<file path="src/rtl/chan_mode_counter.sv">
// chan_mode_counter
//   Multi-channel up/down counter engine behind a valid/ready command port.
//   Each channel has its own IDLE/RUN/DONE state machine, steps by STEP per
//   cycle while running, saturates at LIMIT (up) or 0 (down) and pulses its
//   done bit for one cycle when it reaches the bound.
//
// Ports
//   i_clk, i_rst       clock (rising edge) and synchronous active-high reset
//   i_cmd_valid        command valid; held by the source until accepted
//   o_cmd_ready        command ready; low for the one cycle after acceptance
//   i_cmd_ch           target channel (out-of-range channels are dropped)
//   i_cmd_op           NOP=0, LOAD=1, START=2, STOP=3
//   i_cmd_dir          START direction, 0 = up, 1 = down
//   i_cmd_data         LOAD value (clamped to LIMIT)
//   o_count            packed counts, channel k at [k*WIDTH +: WIDTH]
//   o_running          per-channel RUN flag
//   o_done             per-channel one-cycle bound-reached pulse
module chan_mode_counter #(
    parameter int N_CH  = 4,
    parameter int WIDTH = 8,
    parameter int STEP  = 1,
    parameter int LIMIT = 2**WIDTH - 1,
    localparam int CHW  = (N_CH > 1) ? $clog2(N_CH) : 1
) (
    input  logic                  i_clk,
    input  logic                  i_rst,
    input  logic                  i_cmd_valid,
    output logic                  o_cmd_ready,
    input  logic [CHW-1:0]        i_cmd_ch,
    input  logic [1:0]            i_cmd_op,
    input  logic                  i_cmd_dir,
    input  logic [WIDTH-1:0]      i_cmd_data,
    output logic [N_CH*WIDTH-1:0] o_count,
    output logic [N_CH-1:0]       o_running,
    output logic [N_CH-1:0]       o_done
);

    typedef enum logic [1:0] {
        OP_NOP   = 2'd0,
        OP_LOAD  = 2'd1,
        OP_START = 2'd2,
        OP_STOP  = 2'd3
    } op_e;

    typedef enum logic [1:0] {
        ST_IDLE = 2'd0,
        ST_RUN  = 2'd1,
        ST_DONE = 2'd2
    } state_e;

    localparam logic [WIDTH-1:0] LIM_V  = WIDTH'(LIMIT);
    localparam logic [WIDTH-1:0] STEP_V = WIDTH'(STEP);

    // LOAD values above the upper bound are pulled down to it
    function automatic logic [WIDTH-1:0] clamp_load(input logic [WIDTH-1:0] v);
        return (v > LIM_V) ? LIM_V : v;
    endfunction

    // one extra bit so count+STEP can never wrap before the bound compare
    function automatic logic [WIDTH:0] up_sum(input logic [WIDTH-1:0] c);
        return {1'b0, c} + {1'b0, STEP_V};
    endfunction

    // Command latch: one command in flight; its presence also blocks ready
    logic             pend_q, pend_d;
    logic [CHW-1:0]   cmd_ch_q, cmd_ch_d;
    op_e              cmd_op_q, cmd_op_d;
    logic             cmd_dir_q, cmd_dir_d;
    logic [WIDTH-1:0] cmd_data_q, cmd_data_d;

    // Per-channel state
    state_e           state_q [N_CH];
    state_e           state_d [N_CH];
    logic             dir_q   [N_CH];
    logic             dir_d   [N_CH];
    logic [WIDTH-1:0] cnt_q   [N_CH];
    logic [WIDTH-1:0] cnt_d   [N_CH];
    logic [N_CH-1:0]  done_q, done_d;

    logic             accept;

    always_comb begin
        accept     = i_cmd_valid && !pend_q;
        pend_d     = accept;
        cmd_ch_d   = accept ? i_cmd_ch   : cmd_ch_q;
        cmd_op_d   = accept ? op_e'(i_cmd_op) : cmd_op_q;
        cmd_dir_d  = accept ? i_cmd_dir  : cmd_dir_q;
        cmd_data_d = accept ? i_cmd_data : cmd_data_q;
        done_d     = '0;

        for (int k = 0; k < N_CH; k++) begin
            state_d[k] = state_q[k];
            dir_d[k]   = dir_q[k];
            cnt_d[k]   = cnt_q[k];

            // An applied command takes the place of this cycle's step.
            // Channel indices >= N_CH never match, so those commands vanish.
            if (pend_q && (int'(cmd_ch_q) == k) && (cmd_op_q != OP_NOP)) begin
                case (cmd_op_q)
                    OP_LOAD:  cnt_d[k] = clamp_load(cmd_data_q);
                    OP_START: begin
                        dir_d[k]   = cmd_dir_q;
                        state_d[k] = ST_RUN;
                    end
                    OP_STOP:  state_d[k] = ST_IDLE;
                    default:  ;
                endcase
            end else if (state_q[k] == ST_RUN) begin
                if (!dir_q[k]) begin
                    if (up_sum(cnt_q[k]) >= {1'b0, LIM_V}) begin
                        cnt_d[k]   = LIM_V;
                        state_d[k] = ST_DONE;
                        done_d[k]  = 1'b1;
                    end else begin
                        cnt_d[k] = cnt_q[k] + STEP_V;
                    end
                end else begin
                    if (cnt_q[k] <= STEP_V) begin
                        cnt_d[k]   = '0;
                        state_d[k] = ST_DONE;
                        done_d[k]  = 1'b1;
                    end else begin
                        cnt_d[k] = cnt_q[k] - STEP_V;
                    end
                end
            end
        end
    end

    always_ff @(posedge i_clk) begin
        if (i_rst) begin
            pend_q <= 1'b0;
            done_q <= '0;
            for (int k = 0; k < N_CH; k++) begin
                state_q[k] <= ST_IDLE;
                dir_q[k]   <= 1'b0;
                cnt_q[k]   <= '0;
            end
        end else begin
            pend_q <= pend_d;
            done_q <= done_d;
            for (int k = 0; k < N_CH; k++) begin
                state_q[k] <= state_d[k];
                dir_q[k]   <= dir_d[k];
                cnt_q[k]   <= cnt_d[k];
            end
        end
    end

    // Command fields only matter while pend_q is set, so they carry no reset
    always_ff @(posedge i_clk) begin
        cmd_ch_q   <= cmd_ch_d;
        cmd_op_q   <= cmd_op_d;
        cmd_dir_q  <= cmd_dir_d;
        cmd_data_q <= cmd_data_d;
    end

    assign o_cmd_ready = !pend_q;
    assign o_done      = done_q;

    for (genvar k = 0; k < N_CH; k++) begin : g_out
        assign o_count[k*WIDTH +: WIDTH] = cnt_q[k];
        assign o_running[k]              = (state_q[k] == ST_RUN);
    end

endmodule

</file>
<file path="config.mk">
export PLATFORM = sky130hd
export DESIGN_NAME = chan_mode_counter
export DESIGN_NICKNAME = d
export VERILOG_FILES = /design/src/rtl/chan_mode_counter.sv
export SDC_FILE = /design/constraint.sdc
export NUM_CORES = 1
export LEC_CHECK = 0
export ABC_AREA = 1
export CELL_PAD_IN_SITES_DETAIL_PLACEMENT = 0
export CELL_PAD_IN_SITES_GLOBAL_PLACEMENT = 2
export CORE_MARGIN = 10
export CORE_UTILIZATION = 31
export DETAILED_ROUTE_END_ITERATION = 12
export HOLD_SLACK_MARGIN = 0.05
export PLACE_DENSITY = 0.91
export SLEW_MARGIN = 20
export SYNTH_ARGS = -nofsm -noshare
export SYNTH_HDL_FRONTEND = slang
export SYNTH_SLANG_ARGS = --single-unit
export TNS_END_PERCENT = 5
</file>
<file path="constraint.sdc">
create_clock -name i_clk -period 2.6 [get_ports i_clk]
set_clock_uncertainty 0.2 [all_clocks]
set_input_delay 0.52 -clock i_clk [delete_from_list [all_inputs] [get_ports i_clk]]
set_output_delay 0.52 -clock i_clk [all_outputs]
set_load 0.02 [all_outputs]
</file>
==> impl_metrics.csv <==
group,metric,value,unit
status,status,"complete, no violations",
routing,num_vias,4619,
routing,via_per_inst,4.93,
hold_path,whs_path_depth,2,
timing,timing.slew.headroom,70.4,%
hold_path,hp-class,"register to register",
die,num_io_pins,57,
logic_synthesis,avgSynthCellArea,6.59,um2
placed_design,gp_congestion,0.854,
setup_path,critical_path.endpoint_type,"output pin",
routing,remaining_drc_errors,0,
cells_and_area,final_area,5590,um2
cells_and_area,fin_util,38.5,%
hold_path,min_to,"state_q[0][1]$_SDFFE_PP0P_",
setup_path,crit_type,"register to output pin",
logic_synthesis,ys_warn_count,0,
placed_design,postPlaceCellArea,5300,um2
pwr,combPwrFrac,9.6,%
pwr,power_density,438,nW/um2
pwr,leakagePower,2.43,nW
setup_path,arrival,1.64,ns
cts,clockRootBuffer,"clkbuf_16",
pwr,p_clk_share,48.0,%
die,die_w,142,um
cells_and_area,diodes,0,
pwr,p_int,0.00186,W
grt,grt_pass1_wl,22400,um
logic_synthesis,yosys-top-cells-area,"dfxtp_1 (21%), nand2_1 (13%), a21oi_1 (9.7%)",
setup_path,required,1.88,ns
timing,slew_violations,0,
logic_synthesis,synthesis.nets,728,
timing,rsz0062_at_grt,"no",
timing,tightest_slew,0.444,ns
logic_synthesis,synth_commonest_cells,"nand2_1 (158), a21oi_1 (89), inv_1 (83)",
cts,clk_pin_slew_worst_paths,0.05,ns
logic_synthesis,syn_area,4590,um2
logic_synthesis,seq_area_frac_synth,29.9,%
timing,fin_tns_setup,0,ns
pwr,ir_drop,296,uV
timing,setup_viol,0,
cts,post-cts-setup-buffers,0,
cells_and_area,nets,780,
routing,detail-route-antenna-nets,0,
setup_path,slowest_delay,0.68,ns
grt,antenna_found_initial,0,
grt,grtUsageTotal,13.5,%
setup_path,path_max_fanout,4,
logic_synthesis,yosysTopAreaCellShare,21.4,%
setup_path,crit_path_start_kind,"register",
setup_path,cp_top_family,"buffers and inverters",
cts,cts_tree,"done",
cts,clockBufferDepth,2,
timing,period_share,90.6,%
logic_synthesis,synth_edf_count,13,
logic_synthesis,ys_seq_elements,62,
cts,hold_buffers,0,
cells_and_area,finalNonFillerCells,937,
routing,wl_per_cell,14.4,um
die,fp-row-count,44,
die,die_area,20100,um2
cts,worstSkewPairLatency,0.33,ns
logic_synthesis,synthArstFlopShare,0,%
setup_path,worstPathCellList,"inv_1, nor2_1, clkdlybuf4s50_1",
grt,grt_max_degree,28,
cts,cts_made_buffers,9,
grt,grt_overflow,0,
cts,cts_sinks,62,
setup_path,worstReg2RegEnd,"cnt_q[1][3]$_SDFFE_PP0P_",
run,cap_violations,0,
placed_design,port_buffers,56,
logic_synthesis,ys.flop_type,"dfxtp_1",
setup_path,slowest_stage,"clkdlybuf4s50_1",
routing,first_pass_iters,5,
cells_and_area,syn2layout_area_growth,21.8,%
logic_synthesis,synth_cell_types,40,
logic_synthesis,syn_inst,696,
setup_path,r2r_cells,12,
cts,h-tree-depth,3,
hold_path,hold_start,"state_q[0][1]$_SDFFE_PP0P_",
timing,hold_violations,0,
routing,wirelength,13500,um
grt,grt_pass1_vias,4496,
cts,cts_resized,0,
die,die_h,142,um
logic_synthesis,synthMostInstantiatedCell,"nand2_1",
setup_path,r2r_start,"cnt_q[1][0]$_SDFFE_PP0P_",
timing,fmax,424,MHz
setup_path,crit_buf_inv,2,
timing,period_needed,2.36,ns
placed_design,dp_hpwl,10400,um
pwr,switching_share,23.8,%
cells_and_area,layout-drive-gt1-share,9.30,%
die,core_area,14500,um2
pwr,switchingPower,0.000583,W
logic_synthesis,synth_area_leader_cell,"dfxtp_1",
pwr,seqPwrFrac,42.4,%
setup_path,ff2ff_setup_slack,0.41,ns
die,initial_utilization,31.6,%
placed_design,dp_cells,921,
routing,first_iter_violations,386,
==> how the worst max path moves through the flow <==
stage	from	endpoint	slack (ns)	depth (start not counted)
floorplan	cnt_q[0][0]$_SDFFE_PP0P_	cnt_q[0][3]$_SDFFE_PP0P_	0.56	12
global placement	cnt_q[1][0]$_SDFFE_PP0P_	state_q[1][0]$_SDFFE_PP0P_	0.42	11
detailed placement	cnt_q[1][0]$_SDFFE_PP0P_	cnt_q[1][3]$_SDFFE_PP0P_	0.43	12
CTS	state_q[3][0]$_SDFFE_PP0P_	o_running[3]	0.21	3
global route	cnt_q[0][0]$_SDFFE_PP0P_	cnt_q[0][3]$_SDFFE_PP0P_	0.18	12
finish	state_q[3][0]$_SDFFE_PP0P_	o_running[3]	0.24	3
==> stage by stage <==
step | worst slack, ns | power, W | hold WS (ns)
global route | 0.183 | 0.00255 | 0.279
global placement | 0.418 | 0.00129 | 0.237
CTS | 0.206 | 0.00247 | 0.251
finish | 0.243 | 0.00245 | 0.249
detailed placement | 0.432 | 0.00129 | 0.243
floorplan | 0.561 | 0.00120 | 0.227
==> tightest hold or removal path: cells and delay by family, from the launching register on <==
family          cells  cell delay, ns
flops               1            0.29
buf+inv             1            0.06
compound gates      1            0.06
==> registers in the layout (all words and copies together) (netlist names) <==
name	count
state_q	8
o_done	4
pend_q	1
cnt_q	32
cmd_data_q	8
cmd_ch_q	2
dir_q	4
cmd_op_q	2
cmd_dir_q	1
==> cells by family after synthesis <==
logic type               share of synthesized area [%]
AND/OR/NAND/NOR                                   31.6
AO/OA/AOI/OAI                                     19.1
buffers and inverters                             10.7
flip-flops                                        29.9
XOR/XNOR                                          4.39
adder cells (fa/ha/maj)                           4.36
==> cell usage in the layout (no fill, tap or decap), types with 2 or more instances in the layout <==
| master | instances |
|---|---|
| nand2_1 | 158 |
| nor2_1 | 46 |
| o21ai_0 | 36 |
| nand4_1 | 10 |
| a21oi_2 | 7 |
| clkbuf_1 | 4 |
| edfxtp_1 | 13 |
| clkbuf_16 | 9 |
| xnor2_1 | 4 |
| nor2_4 | 4 |
| o211ai_1 | 3 |
| nor3_1 | 9 |
| ha_1 | 16 |
| o22ai_1 | 2 |
| a21oi_1 | 89 |
| nand3_1 | 56 |
| clkdlybuf4s50_1 | 56 |
| nor3_4 | 2 |
| nor2_2 | 11 |
| inv_1 | 83 |
| inv_2 | 14 |
| o21ai_1 | 16 |
| nand2_4 | 2 |
| xor2_1 | 19 |
| dfxtp_1 | 49 |
| nand3_2 | 4 |
| nand2_2 | 5 |
| a31oi_1 | 2 |
| buf_4 | 5 |
| nand3b_1 | 6 |
==> cell type report <==
class                   count  area (um2)
well taps                 184         230
repair buffers             61         598
clock buffers              14         254
fillers                  1536        8940
flip-flops and latches     62        1370
clock inverters             2        35.0
multi-input cells         515        2730
inverters                  99         374
==> power by group through the flow <==
stage / clock, W / combinational (W) / sequential, W
finish: 0.00117 / 0.000236 / 0.00104
global route: 0.00125 / 0.000263 / 0.00104
CTS: 0.00120 / 0.000237 / 0.00104
detailed placement: 0 / 0.000236 / 0.00106
global placement: 0 / 0.000236 / 0.00105
floorplan: 0 / 0.000151 / 0.00105
==> per-layer routing <==
layer | part of all wire [%] | track usage (%) | wire length (um)
met1 | 48 | 18.2 | 6480
met2 | 45 | 20.7 | 6070
met5 | 0 | 0 | 0
met4 | 1.4 | 4.25 | 189
met3 | 5.8 | 3.17 | 788
(Power assumes the default switching activity.)
